===== src/rtl/uart_pkg.sv =====
// Shared UART types and constants: receiver state enum, default divider, data width.
package uart_pkg;

  typedef enum logic [2:0] {
    IDLE   = 3'd0,
    START  = 3'd1,
    DATA   = 3'd2,
    PARITY = 3'd3,
    STOP   = 3'd4,
    BREAK  = 3'd5
  } uart_rx_state_t;

  localparam int UART_DIV_DEFAULT = 434;
  localparam int UART_DATA_W      = 8;

endpackage


===== src/rtl/uart_rx_sync.sv =====
// Two-flop synchronizer for an asynchronous serial line plus falling-edge detect.
module uart_rx_sync (
  input  logic clk,
  input  logic rst_n,
  input  logic rx,
  output logic rx_s,
  output logic rx_fall
);

  // All three flops reset high so an idle line never produces a false edge.
  logic meta_q, sync_q, prev_q;

  always_ff @(posedge clk or negedge rst_n) begin
    if (!rst_n) begin
      meta_q <= 1'b1;
      sync_q <= 1'b1;
      prev_q <= 1'b1;
    end else begin
      meta_q <= rx;
      sync_q <= meta_q;
      prev_q <= sync_q;
    end
  end

  assign rx_s    = sync_q;
  assign rx_fall = prev_q & ~sync_q;

endmodule


===== src/rtl/uart_rx_frame.sv =====
// UART byte receiver: 8N1 by default, 8E1 when UART_RX_PARITY_EN is defined.
// Good bytes appear on mosi with a one-cycle rok; framing/parity faults pulse their own strobe.
module uart_rx_frame
  import uart_pkg::*;
#(
  parameter int DIV = UART_DIV_DEFAULT
) (
  input  logic                   clk,
  input  logic                   rst_n,
  input  logic                   rx,
  output logic [UART_DATA_W-1:0] mosi,
  output logic                   rok,
  output logic                   frame_err,
  output logic                   parity_err,
  output logic                   busy,
  output uart_rx_state_t         dbg_state
);

  localparam logic [15:0] FULL = 16'(DIV - 1);
  localparam logic [15:0] HALF = 16'(DIV / 2 - 1);

  logic rx_s, rx_fall;

  uart_rx_sync u_sync (
    .clk     (clk),
    .rst_n   (rst_n),
    .rx      (rx),
    .rx_s    (rx_s),
    .rx_fall (rx_fall)
  );

  uart_rx_state_t         state_q;
  logic [15:0]            dcnt_q;
  logic [3:0]             bcnt_q;
  logic [UART_DATA_W-1:0] sh_q, mosi_q;
  logic                   rok_q, ferr_q, perr_q, pbad_q;

  always_ff @(posedge clk or negedge rst_n) begin
    if (!rst_n) begin
      state_q <= IDLE;
      dcnt_q  <= '0;
      bcnt_q  <= '0;
      sh_q    <= '0;
      mosi_q  <= '0;
      rok_q   <= 1'b0;
      ferr_q  <= 1'b0;
      perr_q  <= 1'b0;
      pbad_q  <= 1'b0;
    end else begin
      rok_q  <= 1'b0;
      ferr_q <= 1'b0;
      perr_q <= 1'b0;
      dcnt_q <= dcnt_q + 16'd1;
      case (state_q)
        IDLE: begin
          dcnt_q <= '0;
          pbad_q <= 1'b0;
          if (rx_fall) state_q <= START;
        end
        // Mid-start-bit sample: a line already back high was only a glitch.
        START: begin
          if (dcnt_q == HALF) begin
            dcnt_q  <= '0;
            bcnt_q  <= '0;
            state_q <= rx_s ? IDLE : DATA;
          end
        end
        DATA: begin
          if (dcnt_q == FULL) begin
            dcnt_q <= '0;
            sh_q   <= {rx_s, sh_q[UART_DATA_W-1:1]};
            bcnt_q <= bcnt_q + 4'd1;
            if (bcnt_q == 4'd7) begin
`ifdef UART_RX_PARITY_EN
              state_q <= PARITY;
`else
              state_q <= STOP;
`endif
            end
          end
        end
`ifdef UART_RX_PARITY_EN
        PARITY: begin
          if (dcnt_q == FULL) begin
            dcnt_q  <= '0;
            pbad_q  <= (rx_s != ^sh_q);
            state_q <= STOP;
          end
        end
`endif
        // Leaving at the stop mid-bit lets a back-to-back start edge be caught.
        STOP: begin
          if (dcnt_q == FULL) begin
            dcnt_q <= '0;
            if (!rx_s) begin
              ferr_q  <= 1'b1;
              state_q <= BREAK;
            end else begin
              if (pbad_q) begin
                perr_q <= 1'b1;
              end else begin
                rok_q  <= 1'b1;
                mosi_q <= sh_q;
              end
              state_q <= IDLE;
            end
          end
        end
        BREAK: begin
          dcnt_q <= '0;
          if (rx_s) state_q <= IDLE;
        end
        default: state_q <= IDLE;
      endcase
    end
  end

  assign mosi       = mosi_q;
  assign rok        = rok_q;
  assign frame_err  = ferr_q;
`ifdef UART_RX_PARITY_EN
  assign parity_err = perr_q;
`else
  assign parity_err = 1'b0;
`endif
  assign busy       = (state_q != IDLE);
  assign dbg_state  = state_q;

endmodule

===== config.mk =====
export PLATFORM = sky130hd
export DESIGN_NAME = uart_rx_frame
export DESIGN_NICKNAME = d
export VERILOG_FILES = /design/src/rtl/uart_pkg.sv /design/src/rtl/uart_rx_sync.sv /design/src/rtl/uart_rx_frame.sv
export SDC_FILE = /design/constraint.sdc
export NUM_CORES = 1
export LEC_CHECK = 0
export ABC_AREA = 1
export CAP_MARGIN = 20
export CORE_ASPECT_RATIO = 0.7
export CORE_MARGIN = 3
export CORE_UTILIZATION = 62
export CTS_BUF_LIST = sky130_fd_sc_hd__clkbuf_2 sky130_fd_sc_hd__clkbuf_4 sky130_fd_sc_hd__clkbuf_8
export DETAILED_ROUTE_END_ITERATION = 8
export PLACE_DENSITY = 0.82
export SYNTH_ARGS = -nofsm -noshare
export SYNTH_HDL_FRONTEND = slang
export SYNTH_SLANG_ARGS = --single-unit

===== constraint.sdc =====
create_clock -name clk -period 4.3 [get_ports clk]
set_clock_uncertainty 0.1 [all_clocks]
set_input_delay 0.86 -clock clk [delete_from_list [all_inputs] [get_ports clk]]
set_output_delay 0.86 -clock clk [all_outputs]
set_load 0.005 [all_outputs]

== Yosys cells after proc, flatten, opt, wreduce, memory -nomap -nowiden ==
Cells that the tools add are included.
Word-level totals
  register bits after elaboration: 44
  bits of input ports: 3
  output and inout port bits: 15
  word-level logic and storage cells: 57
Cells by class
  $add $sub $neg: 2
  eq/ne operators: 13
  mux-type cells: 21
  bitwise gates (word level): 2
  reduce and logical (&&, ||, !) cells: 9
Operators by type and width (count)
  16-bit one-hot mux with 3 select lines: 1
  16-bit two-way mux: 2
  3-bit two-way mux: 7
  16-bit by 1-bit adder with 16-bit output, second input constant: 1
  16-bit by 8-bit equality test with 1-bit output, second input constant: 1
  16-bit by 9-bit equality test with 1-bit output, second input constant: 1
  3-bit one-hot mux with 5 select lines: 1
  2-bit inequality test, second input constant: 5
  4-bit two-way mux: 2
  4-bit one-hot mux with 2 select lines: 1
  3-bit equality test, second input constant: 2
  1-bit two-way mux: 6
  3-bit AND reduction: 2
  6-bit AND reduction: 1
  4-bit by 1-bit adder with 4-bit output, second input constant: 1
  4-bit by 3-bit equality test with 1-bit output, second input constant: 1
  2-bit OR reduction: 2
  3-bit by 1-bit equality test with 1-bit output, second input constant: 1
  3-bit by 2-bit equality test with 1-bit output, second input constant: 1
  3-bit logical NOT: 1
  3-bit nonzero test: 1
  2-bit two-way mux: 1
  2-bit by 1-bit inequality test with 1-bit output, second input constant: 1
  2-bit AND reduction: 1
  3 further kinds: 3

== Depth between registers and ports, before layout ==
Gate-level depths: netlist (run 1).
  word-level depth: 4
  mapped depth: 10
  mapped depth without buffers: 10

== Hierarchy ==
From an unflattened synthesis (run 1), not the netlist that was laid out.
Unflattened totals
  cells, all modules: 277
  area, all modules: 2273.4 um^2
By module, submodules not included
  uart_rx_frame: instances 1, cells an instance 272, area each 2184.6 um^2, seq. area each 1026.0 um^2
  uart_rx_sync: instances 1, cells an instance 5, area each 88.8 um^2, seq. area each 78.8 um^2

== Least setup slack after synthesis (run 1) ==
OpenSTA, ideal clock, no wires.
  path type: reg-to-output
  start point: register state_q[0], in the netlist dbg_state[0]
  end point: output busy
  arrival time: 0.695 ns
  data required time: 3.340 ns
  setup slack: 2.645 ns
  cell stages (with the launch flop): 3
  path buffers: 0
  cells stage by stage: dfrtp_1 -> nor2_1 -> nand2_1
Between the ends
  longest elaborated chain between the ends: 1
RTL lines
  start: declaration: RTL line uart_rx_frame.sv:32  | uart_rx_state_t state_q;
  start signal: assignment: RTL line uart_rx_frame.sv:65  | state_q <= rx_s ? IDLE : DATA;
  3-bit nonzero test: RTL line uart_rx_frame.sv:126  | assign busy = (state_q != IDLE);
  end: declaration: RTL line uart_rx_frame.sv:15  | output logic busy,
Every way passes these cells.

== Final worst setup path (run 1) ==
  start point: register state_q[1], in the netlist dbg_state[1]
  end point: output busy
Same word-level chain as after synthesis.

==> results of run 1 <==
-- worst max-delay path: stages (launching register included) --
cell and delay (ns):
dfrtp_1 0.45, nor2_1 0.28, nand2_1 0.12, clkdlybuf4s50_1 0.47
-- worst max-delay path by stage --
stage,to,from,cells past startpoint
after CTS,busy,dbg_state[0],3
after floorplan,busy,dbg_state[0],2
after global routing,busy,dbg_state[0],3
after global placement,busy,dbg_state[1],3
final,busy,dbg_state[1],3
after detailed placement,busy,dbg_state[1],3
-- per-layer routing --
layer,vias to the layer above,GRT usage
met2,68,0.3061
li1,869,-
met4,0,0.04489
met5,-,0
met1,815,0.3483
met3,6,0.06250
-- state kept, by name (all words and copies together) (netlist names) --
name           count
u_sync.meta_q      1
u_sync.rx_s        1
dcnt_q            16
bcnt_q             4
dbg_state          3
frame_err          1
u_sync.prev_q      1
sh_q               8
rok                1
mosi               8
-- per-stage QoR --
| step | cells | setup WS, ns |
|---|---|---|
| after floorplan | 270 | 2.645 |
| after global placement | 328 | 2.165 |
| after detailed placement | 328 | 2.154 |
| after CTS | 336 | 1.761 |
| after global routing | 336 | 1.662 |
| final | 336 | 1.718 |
-- final cells by class --
class | instances | area, µm²
Clock buffer | 6 | 82.58
Clock inverter | 2 | 38.79
Fill cell | 250 | 762.0
Inverter | 34 | 128.9
Multi-Input combinational cell | 187 | 987.2
Sequential cell | 44 | 1105
Tap cell | 47 | 58.81
Timing Repair Buffer | 16 | 155.1
-- power breakdown --
part	internal, mW	leakage, nW	switching, mW	total [mW]
Combinational	0.114	0.531	0.243	0.358
Sequential	0.443	0.600	0.0409	0.483
Clock	0.190	0.0614	0.144	0.334
Total	0.747	1.19	0.429	1.18
-- cell usage after synthesis (all sizes together) --
library cell,number
a21oi,1
a31oi,1
buf,5
clkinv,1
conb,1
dfrtp,41
dfstp,3
ha,4
inv,33
nand2,76
nand3,15
nand3b,1
nand4,7
nor2,47
nor3,3
o211ai,1
o21ai,17
o21bai,1
xnor2,3
xor2,9
-- cells by family after synthesis --
kind of cell,Yosys count,synth area share
AND/OR/NAND/NOR,149,0.2919
flip-flops,44,0.4881
buffers and inverters,39,0.07573
AO/OA/AOI/OAI,21,0.07408
XOR/XNOR,12,0.04644
adder cells (fa/ha/maj),4,0.02211
other,1,0.001657
==> results.txt, run 1 <==
DP HPWL: 3101 µm
Setup Crit Path Kind: flop to primary output
clock sink total: 44
area of the core: 0.003318 mm²
# port buffers: 16
Starting Density: 0.6821
cts repair resizes: 0
measured slew at the worst slew-check pin: 0.9527 ns
clock tree buffer depth: 2
number of synthesis warnings: 0
Min-Delay Endpoint: u_sync.rx_s
Setup crit start kind: flop
Final period util: 0.6004
ant diodes: 0
Area contributors post-synth: dfrtp_1, nand2_1, nor2_1, o21ai_2, inv_1
Crit path arrival time: 1.62 ns
Worst Hold Class: flop to flop
first-pass GRT wire length: 7755 µm
sequential share of the synthesized area: 0.4881
fin. max-slew vios: 0
cells on worst reg2reg path: 9
overall power: 1.175 mW
Post-CTS Hold Fix Bufs: 0
Cell Area, Synth: 0.002263 mm²
Yosys cell types: 30
Peak VDD IR: 0.2348 mV
Area after DPL: 0.002435 mm²
largest net degree at the start of global routing: 45
TritonCTS clock tree: yes
hold slack: 0.2607 ns
Fmax: 387.4 MHz
area leader, netlist: dfrtp_1
setup_tns: 0 ns
Clk pin slew, worst setup/hold paths: 0.08 ns
Cell Rows: 17
antenna viol nets, final: 0
die area: 0.004423 mm²
Final Cell Area: 0.002556 mm²
relative slew slack: 0.3649
grt total ovfl: 0
antenna violations before repair: 0
max-cap violations: 0
WL/cell: 13.33 µm
power density cells: 459.8 mW/mm²
syn_area_per_cell: 8.383 µm²
Synth Instances: 270
Setup Fix Bufs, Post-CTS: 0
commonest non-fill, non-tap cells in the layout: nand2_1, nor2_1, dfrtp_1
Syn-to-layout area delta: 12.94%
Leak: 1.192 nW
Final Hold Vio Count: 0
share of the synthesized area in the top cell type: 0.4533
via density per instance: 5.232
Num CTS Buffers: 5
layout cells sized above 1: 0.1522
drt first-iter violations: 168
hold depth: 0
Die X: 78.22 µm
met2 routed WL: 1874 µm
number of global-route vias before repair: 1,653
Worst Min Path Start: u_sync.meta_q
RePlAce Congestion: 0.9145
reg2reg start: dcnt_q[1]
CP max FO: 6
Worst Setup End Kind: primary output
nets@finish: 295
DRT Pass-1 Iters: 4
outcome: completed
Clk Latency, worst-skew pair: 0.30 ns
RSZ-0062 raised after global routing: false
Final min period: 2.582 ns
top sig layer: met4
Die H: 56.55 µm
Post-route DRC: 0
IO Pins: 18
DR WL met3: 350 µm
routed wire length: 4480 µm
R2R setup slack: 2.27 ns
routed metal-1 wire length: 2224 µm
root buffer cell: clkbuf_8
H-tree depth: 2
Via Count: 1,758
Critical Path RT: 3.34 ns
Setup-failing EPs final: 0
Post-Route Utilization: 0.7704
Yosys reg bits: 44
Total GRT Usage: 0.2226
Mapped Nets: 277
terminus of the critical flop-to-flop path: bcnt_q[1]
most common cell after layout, fill and taps aside: nand2_1
Note: power is estimated with default switching activity, not from simulation.
==> inputs of run 2 (changes only) <==
--- a/config.mk
+++ b/config.mk
@@ -9,10 +9,10 @@
 export CAP_MARGIN = 20
 export CORE_ASPECT_RATIO = 0.7
 export CORE_MARGIN = 3
-export CORE_UTILIZATION = 62
+export CORE_UTILIZATION = 60
 export CTS_BUF_LIST = sky130_fd_sc_hd__clkbuf_2 sky130_fd_sc_hd__clkbuf_4 sky130_fd_sc_hd__clkbuf_8
 export DETAILED_ROUTE_END_ITERATION = 8
-export PLACE_DENSITY = 0.82
+export PLACE_DENSITY = 0.8
 export SYNTH_ARGS = -nofsm -noshare
 export SYNTH_HDL_FRONTEND = slang
 export SYNTH_SLANG_ARGS = --single-unit
==> constraint.sdc (replaced) <==
create_clock -name clk -period 2.4 [get_ports clk]
set_clock_uncertainty 0.1 [all_clocks]
set_input_delay 0.48 -clock clk [delete_from_list [all_inputs] [get_ports clk]]
set_output_delay 0.48 -clock clk [all_outputs]
set_load 0.005 [all_outputs]
==> results.txt, run 2 (synthesis gave the netlist of run 1 again) <==
worst path buffer plus inverter count: 1 (unchanged)
Leak: 1.194 nW (+0.19%)
Final Hold Vio Count: 0 (unchanged)
setup_tns: 0 ns (unchanged)
RePlAce Congestion: 0.9016 (-1.4%)
CP max-delay cell: clkdlybuf4s50_1
placed cell count: 330 (+0.61%)
Post-Route Utilization: 0.7584 (-0.01194)
outcome: completed
Num CTS Buffers: 5 (unchanged)
Peak VDD IR: 0.4571 mV (+95%)
largest net degree at the start of global routing: 45 (unchanged)
Die X: 79.41 µm (+1.5%)
RSZ-0062 raised after global routing: false
Final Non-Filler Cells: 338 (+0.60%)
Crit path arrival time: 1.55 ns (-0.07 ns)
Setup Crit Path Kind: flop to primary output
Post-route DRC: 0 (unchanged)
grt total ovfl: 0 (unchanged)
DRT Pass-1 Iters: 4 (unchanged)
Final min period: 2.129 ns
Total GRT Usage: 0.2091 (-0.01347)
drt first-iter violations: 114 (-32%)
area of the multi-input gates: 987.2 µm² (unchanged)
Die H: 57.39 µm (+1.5%)
reg2reg start: dcnt_q[0]
Critical Path Max Stage Delay: 0.47 ns (about the same)
Critical Path RT: 1.82 ns (-1.52 ns)
max-cap violations: 0 (unchanged)
Setup crit start kind: flop
max FFs per register: 16 (unchanged)
Worst Hold Class: input port to async pin
Starting Density: 0.6693 (-0.01287)
Final Cell Area: 0.002565 mm² (+0.34%)
R2R setup slack: 0.52 ns (-1.75 ns)
Setup WS post-layout: 0.2706 ns (-1.448 ns)
# port buffers: 16 (unchanged)
Critical Path Source: dbg_state[0]
Clk Latency, worst-skew pair: 0.30 ns (about the same)
first-pass GRT wire length: 7362 µm (-5.1%)
commonest non-fill, non-tap cells in the layout: nand2_1, nor2_1, dfrtp_1
Via Count: 1,717 (-2.3%)
clock sink total: 44 (unchanged)
cells on worst reg2reg path: 9 (unchanged)
CP max FO: 6 (unchanged)
Fmax: 469.6 MHz
terminus of the critical flop-to-flop path: bcnt_q[2]
H-tree depth: 2 (unchanged)
Setup-failing EPs final: 0 (unchanged)
layout cells sized above 1: 0.1581 (+0.005826)
Worst Setup End Kind: primary output
clock tree buffer depth: 2 (unchanged)
ant diodes: 0 (unchanged)
Setup Fix Bufs, Post-CTS: 0 (unchanged)
FF/Latch Area: 0.001105 mm² (unchanged)
TritonCTS clock tree: yes
IO Pins: 18 (unchanged)
Syn-to-layout area delta: 13.32%
Area after DPL: 0.002450 mm² (+0.62%)
Cell Rows: 17 (unchanged)
Clk pin slew, worst setup/hold paths: 0.08 ns (about the same)
area of the core: 0.003382 mm² (+1.9%)
via density per instance: 5.080 (-2.9%)
most common cell after layout, fill and taps aside: nand2_1
number of global-route vias before repair: 1,543 (-6.7%)
relative slew slack: 0.6456 (+0.2807)
worst slack, placed: 0.5837 ns (-1.571 ns)
antenna violations before repair: 0 (unchanged)
critical path cell sequence: nor2_1, nand2_1, clkdlybuf4s50_1
nets@finish: 297 (+0.68%)
CP delay by family, top: buffers and inverters
largest reg by FF count: dcnt_q
root buffer cell: clkbuf_8
Final period util: 0.8872
Post-CTS Hold Fix Bufs: 0 (unchanged)
cts repair resizes: 0 (unchanged)
antenna viol nets, final: 0 (unchanged)
Fillers: 238 (-4.8%)
fin. max-slew vios: 0 (unchanged)
power density cells: 795.0 mW/mm² (+73%)
routed wire length: 4274 µm (-4.6%)
die area: 0.004557 mm² (+3.0%)
measured slew at the worst slew-check pin: 0.5316 ns (-0.4211 ns)
WL/cell: 12.64 µm (-5.2%)
DP HPWL: 3128 µm (+0.87%)
## run 2: stage by stage
| stage | hold WS (ns) | total power [mW] |
|---|---|---|
| 2_1_floorplan | 0.08441 | 1.321 |
| 3_3_place_gp | 0.2460 | 1.473 |
| 3_5_place_dp | 0.2468 | 1.476 |
| 4_1_cts | 0.1541 | 2.057 |
| 5_1_grt | 0.1744 | 2.170 |
| 6_report | 0.1298 | 2.039 |
## run 2: worst max path at each step
stage	to	slack, ns	cells past startpoint
after floorplan	dcnt_q[0]	0.83	10
after global placement	busy	0.58	3
after detailed placement	bcnt_q[1]	0.58	9
after CTS	busy	0.25	3
after global routing	busy	0.18	3
final	busy	0.27	3
## run 2: metal layers
metal / share of wire / vias to the layer above / routed length [µm] / global-route usage
met2: 0.40 / 46 / 1699 / 0.2770
met4: 0.012 / 0 / 51 / 0.06618
met1: 0.52 / 793 / 2229 / 0.3306
met3: 0.069 / 5 / 294 / 0.05205
met5: 0 / - / 0 / 0
li1: - / 873 / - / -
## run 2: area by class of cell
| cell class | instances | share of cell area |
|---|---|---|
| multi-input combinational | 187 | 0.3849 |
| inverter | 34 | 0.05024 |
| clock inverter | 3 | 0.01805 |
| sequential | 44 | 0.4307 |
| clock buffer | 5 | 0.02683 |
| tap | 47 | 0.02293 |
| timing repair buffer | 18 | 0.06634 |
## run 2: power breakdown
part           total, mW  switching (mW)  internal [mW]
logic              0.596           0.390          0.206
registers          0.868          0.0753          0.793
clock network      0.575           0.262          0.313
total               2.04           0.727           1.31
==> variant 1: new RTL, flow settings as in run 2 <==
Build with the macro `UART_RX_PARITY_EN` defined.
--- a/src/rtl/uart_rx_frame.sv
+++ b/src/rtl/uart_rx_frame.sv
@@ -1,5 +1,7 @@
 // UART byte receiver: 8N1 by default, 8E1 when UART_RX_PARITY_EN is defined.
 // Good bytes appear on mosi with a one-cycle rok; framing/parity faults pulse their own strobe.
+`define UART_RX_PARITY_EN
+
 module uart_rx_frame
   import uart_pkg::*;
 #(
Function: same outputs for any inputs over 10 cycles, from zero or initial values and one cycle with rst_n low; that may be too few to reach the edited logic, so the function may still have changed.
==> variant 1 against run 2 <==
- sequential share of layout area shrank 4.1 points
- first-iteration DRC count grew 80%
- combinational power grew 27%
- synthesized area grew 19%
- cell area is 15% higher
- via count up 27%
- setup slack lost 70 ps
- clock power down 8.7%
- total power grew 7.4%
- sequential cell count grew 2
- global-route usage up 1.5 points
- routed wire length increased by 29%
- critical path depth is 2 higher
==> variant 1: results (changes against run 2) <==
| Metric | Value |
|---|---|
| Outcome | `complete, no violations` |
| CTS max path bufs | `2 (unchanged)` |
| Unique cell type count in the Yosys netlist | `37 (+23%)` |
| Hpwl dp | `4190 um (+34%)` |
| Initial antenna violation count | `0 (unchanged)` |
| Critical path peak fanout | `5 (-1)` |
| IR drop worst, VDD | `539 uV (+18%)` |
| Drt first pass iters | `5 (+1)` |
| Post-Place Cell Area | `0.00286 mm^2 (+17%)` |
| Count leader, synth | `nand2_1` |
| Root buffer cell | `clkbuf_8` |
| # nets final | `355 (+20%)` |
| Total global-route track usage | `22.4% (+1.5 points)` |
| Yosys warnings | `0 (unchanged)` |
| Worst skew pair latency | `slightly below 300 ps` |
| Num CTS Buffers | `5 (unchanged)` |
| Worst Tran Pin Value | `634 ps (+102 ps)` |
| Vias in the first global route | `1936 (+25%)` |
| LEAKAGE | `1.40 nW (+17%)` |
| Post-synthesis async set-or-reset flop share | `100% (unchanged)` |
| CTS-repair resized insts | `0 (unchanged)` |
| Largest net degree at the start of global routing | `29 (-36%)` |
| Net switching power | `0.843 mW (+16%)` |
| H-tree depth | `2 (unchanged)` |
| CP arrival | `1620 ps (+70 ps)` |
| Global-route wire length before repair | `9130 um (+24%)` |
| Max-Cap Viols | `0 (unchanged)` |
| Clock transition at path regs | `80 ps (about the same)` |
| Dpl ws | `540 ps (-44.1 ps)` |
| Dominant synthesized flop cell | `dfrtp_1` |
| Number of port buffers | `17 (+1)` |
| Final GP Congestion | `0.923 (+2.4%)` |
| Synth area leaders | `dfrtp_1, nand2_1, inv_1, o21ai_2, nand3_1` |
| Largest register FFs | `16 (unchanged)` |
| 1st-iter DRT viols | `205 (+80%)` |
| Layout cells sized above 1 | `16.7% (+0.86 points)` |
| FILL cells | `320 (+34%)` |
| Routed WL | `5510 um (+29%)` |
| Synth Net Count | `336 (+21%)` |
| List of most frequent post-synthesis cells | `nand2_1, dfrtp_1, inv_1, nor2_1, nand3_1` |
| Diode count | `0 (unchanged)` |
| Postcts setup bufs | `0 (unchanged)` |
| Reg with most FFs | `dcnt_q` |
| Hold WC Path Type | `in2async` |
| Via density | `5.45 (+7.3%)` |
| Sequential share of the synthesized area | `43.1% (-5.8 points)` |
## variant 1: cell types whose count changed after synthesis, sizes merged, moves of 3 or more
| cell | delta |
|---|---|
| a31oi | +9 |
| inv | +7 |
| nand2 | +28 |
| nand3 | +11 |
| nor2 | -13 |
| o21ai | +8 |
| or2 | +3 |
## variant 1: worst paths after layout
path | startpoint | endpoint | slack (ps) | depth (start not counted)
max reg2reg | dcnt_q[0] | dcnt_q[1] | 580 | 7
min | rst_n | bcnt_q[2] | 100 | 1
min reg2reg | u_sync.meta_q | u_sync.rx_s | 260 | 0
min in group clk | u_sync.meta_q | u_sync.rx_s | 260 | 0
max | dbg_state[0] | busy | 200 | 5
max in group asynchronous | rst_n | u_sync.meta_q | 1440 | 2
## variant 1: routing by layer
layer,GRT usage (%),up-vias,wire (um)
met1,35.0,1005,2770
met2,30.7,87,2210
met3,6.72,4,503
met5,0,-,0
li1,-,1084,-
met4,3.84,0,30
## variant 1: layout make-up
cell class | instances | area, um^2 | area share (%)
inverters | 41 | 154 | 5.20
clock inverters | 1 | 8.76 | 0.296
multi-input cells | 234 | 1300 | 44.0
repair buffers | 19 | 180 | 6.08
well taps | 52 | 65.1 | 2.20
clock buffers | 7 | 96.3 | 3.25
flip-flops and latches | 46 | 1150 | 39.0
## variant 1: power groups by stage
stage	clock network [mW]	logic (mW)	registers (mW)
6_report	0.525	0.755	0.911
5_1_grt	0.572	0.831	0.920
4_1_cts	0.540	0.751	0.907
3_5_place_dp	0	0.740	0.921
3_3_place_gp	0	0.738	0.916
2_1_floorplan	0	0.595	0.900
## variant 1: per-stage QoR
step | power [mW] | std cells
6_report | 2.19 | 400
5_1_grt | 2.32 | 400
4_1_cts | 2.20 | 400
3_5_place_dp | 1.66 | 392
3_3_place_gp | 1.65 | 392
2_1_floorplan | 1.50 | 328
## variant 1: worst max-delay path, stage by stage (launching register included)
cell             delay, ps
dfrtp_1                450
inv_2                   80
nand2_1                130
nor2_1                  70
inv_1                   90
clkdlybuf4s50_1        500
## variant 1: logic make-up (layout without fill, tap and decap cells)
family	count (synthesis)	after routing	share of synthesized area (%)
xor gates and xnor gates	9	9	2.94
and+or+nand+nor	182	182	33.6
DFF	46	46	43.1
AOI/OAI and AO/OA	38	38	9.70
buffers and inverters	48	68	8.39
adders and majority gates	5	5	2.33
==> variant 2: new RTL, config.mk and constraints of run 2 <==
Made on the original files. Put one more register stage on the output `dbg_state`, without a reset. The value now appears one clock later. The other outputs are not delayed to match.
--- a/src/rtl/uart_rx_frame.sv
+++ b/src/rtl/uart_rx_frame.sv
@@ -124,6 +124,8 @@
   assign parity_err = 1'b0;
 `endif
   assign busy       = (state_q != IDLE);
-  assign dbg_state  = state_q;
+  always_ff @(posedge clk) begin
+    dbg_state <= state_q;
+  end
 
 endmodule
Check against the original RTL: not equivalent (a bounded check fails within 4 cycles, from zero or initial values and one cycle with rst_n low).
==> variant 2 against run 2 <==
- hold slack gained 8.9 ps
- total power grew 7.2%
- cell area grew 2.8%
- clock power shrank 2%
- count of clock-buffer cells in the layout grew 1
- setup slack gained 81 ps
- routed wire length shrank 1.3%
- sequential cell count grew 3
- synthesized area grew 4.1%
- largest power group unchanged
- highest routed layer unchanged
==> variant 2: results (changes against run 2) <==
| Metric | Value |
|---|---|
| Outcome | `complete, no violations` |
| 1st-iter DRT viols | `171 (+50%)` |
| Gate Count Post-Synth | `275 (+1.9%)` |
| Met2 usage in global routing | `28.9% (+1.2 points)` |
| List of most frequent post-synthesis cells | `nand2_1, nor2_1, dfrtp_1, inv_1, nand3_1` |
| Max_slew headroom | `64.8% (+0.21 points)` |
| Layout cells sized above 1 | `15.6% (-0.21 points)` |
| Critical-path top delay cell | `dfrtp_1` |
| Total global-route track usage | `21.0% (+0.092 points)` |
| Hpwl dp | `3040 um (-2.7%)` |
| Post-synthesis async set-or-reset flop share | `93.6% (-6.4 points)` |
| IR drop worst, VDD | `885 uV (+94%)` |
| Sequential share of the synthesized area | `49.4% (+0.63 points)` |
| # nets final | `302 (+1.7%)` |
| Unique cell type count in the Yosys netlist | `31 (+3.3%)` |
| Dpl cells | `338 (+2.4%)` |
| Dpl ws | `684 ps (+100 ps)` |
| Via density | `5.08 (about the same)` |
| Synth area leaders | `dfrtp_1, nand2_1, nor2_1, inv_1, xor2_1` |
| Post-Place Cell Area | `0.00253 mm^2 (+3.3%)` |
| CP arrival | `1470 ps (-80 ps)` |
| Met3 usage | `8.10% (+2.9 points)` |
| LEAKAGE | `1.27 nW (+6.5%)` |
| Routed WL | `4220 um (-1.3%)` |
| Fin cells | `345 (+2.1%)` |
| Vias in the first global route | `1613 (+4.5%)` |
| Worst path max stage delay | `440 ps (-30 ps)` |
| GRT met1 Usage | `30.9% (-2.2 points)` |
[variant 2: cell count changes in the layout (fill, tap and decap cells not counted), moves of 2 or more]
cell and change:
a21oi_1 +5, o21ai_2 -8, nor2_1 +2, nor2_2 +11, nand3_2 -3, inv_1 -3
nor3_2 -2, nand2_1 -9, nand3_4 +2, nand3_1 +5, nand2_4 +2, dfxtp_1 +3
[variant 2: area by class of cell]
type | instances | area (um^2) | area share [%]
clock buffer | 6 | 76.3 | 2.89
clock inverter | 1 | 30.0 | 1.14
inverter | 31 | 119 | 4.51
multi-input combinational | 193 | 1020 | 38.8
sequential | 47 | 1160 | 44.2
tap | 50 | 62.6 | 2.37
timing repair buffer | 17 | 163 | 6.17
[variant 2: worst paths after layout]
path / cells after the start / to / slack, ps / from
min in group clk: 0 / u_sync.rx_s / 260 / u_sync.meta_q
max reg2reg: 9 / bcnt_q[1] / 690 / dcnt_q[1]
max: 3 / busy / 350 / state_q[0]
max in group asynchronous: 2 / u_sync.meta_q / 1680 / rst_n
min: 2 / dcnt_q[5] / 140 / rst_n
min reg2reg: 0 / u_sync.rx_s / 260 / u_sync.meta_q
[variant 2: layer usage]
layer,vias to the layer above,share of wire [%]
li1,892,-
met1,805,50
met2,51,43
met3,5,5.8
met4,0,1.0
met5,-,0
[variant 2: cells by family after synthesis]
group / count (synthesis) / synth area share [%]
AOI/OAI and AO/OA: 20 / 5.79
xor gates and xnor gates: 12 / 4.46
adders and majority gates: 4 / 2.12
buffers and inverters: 35 / 7.17
DFF: 47 / 49.4
other: 1 / 0.159
and+or+nand+nor: 156 / 30.9
[variant 2: power breakdown]
| group | switching (mW) | internal (mW) | total, mW |
|---|---|---|---|
| sequential | 0.0707 | 0.859 | 0.930 |
| clock | 0.246 | 0.316 | 0.562 |
| combinational | 0.469 | 0.225 | 0.695 |
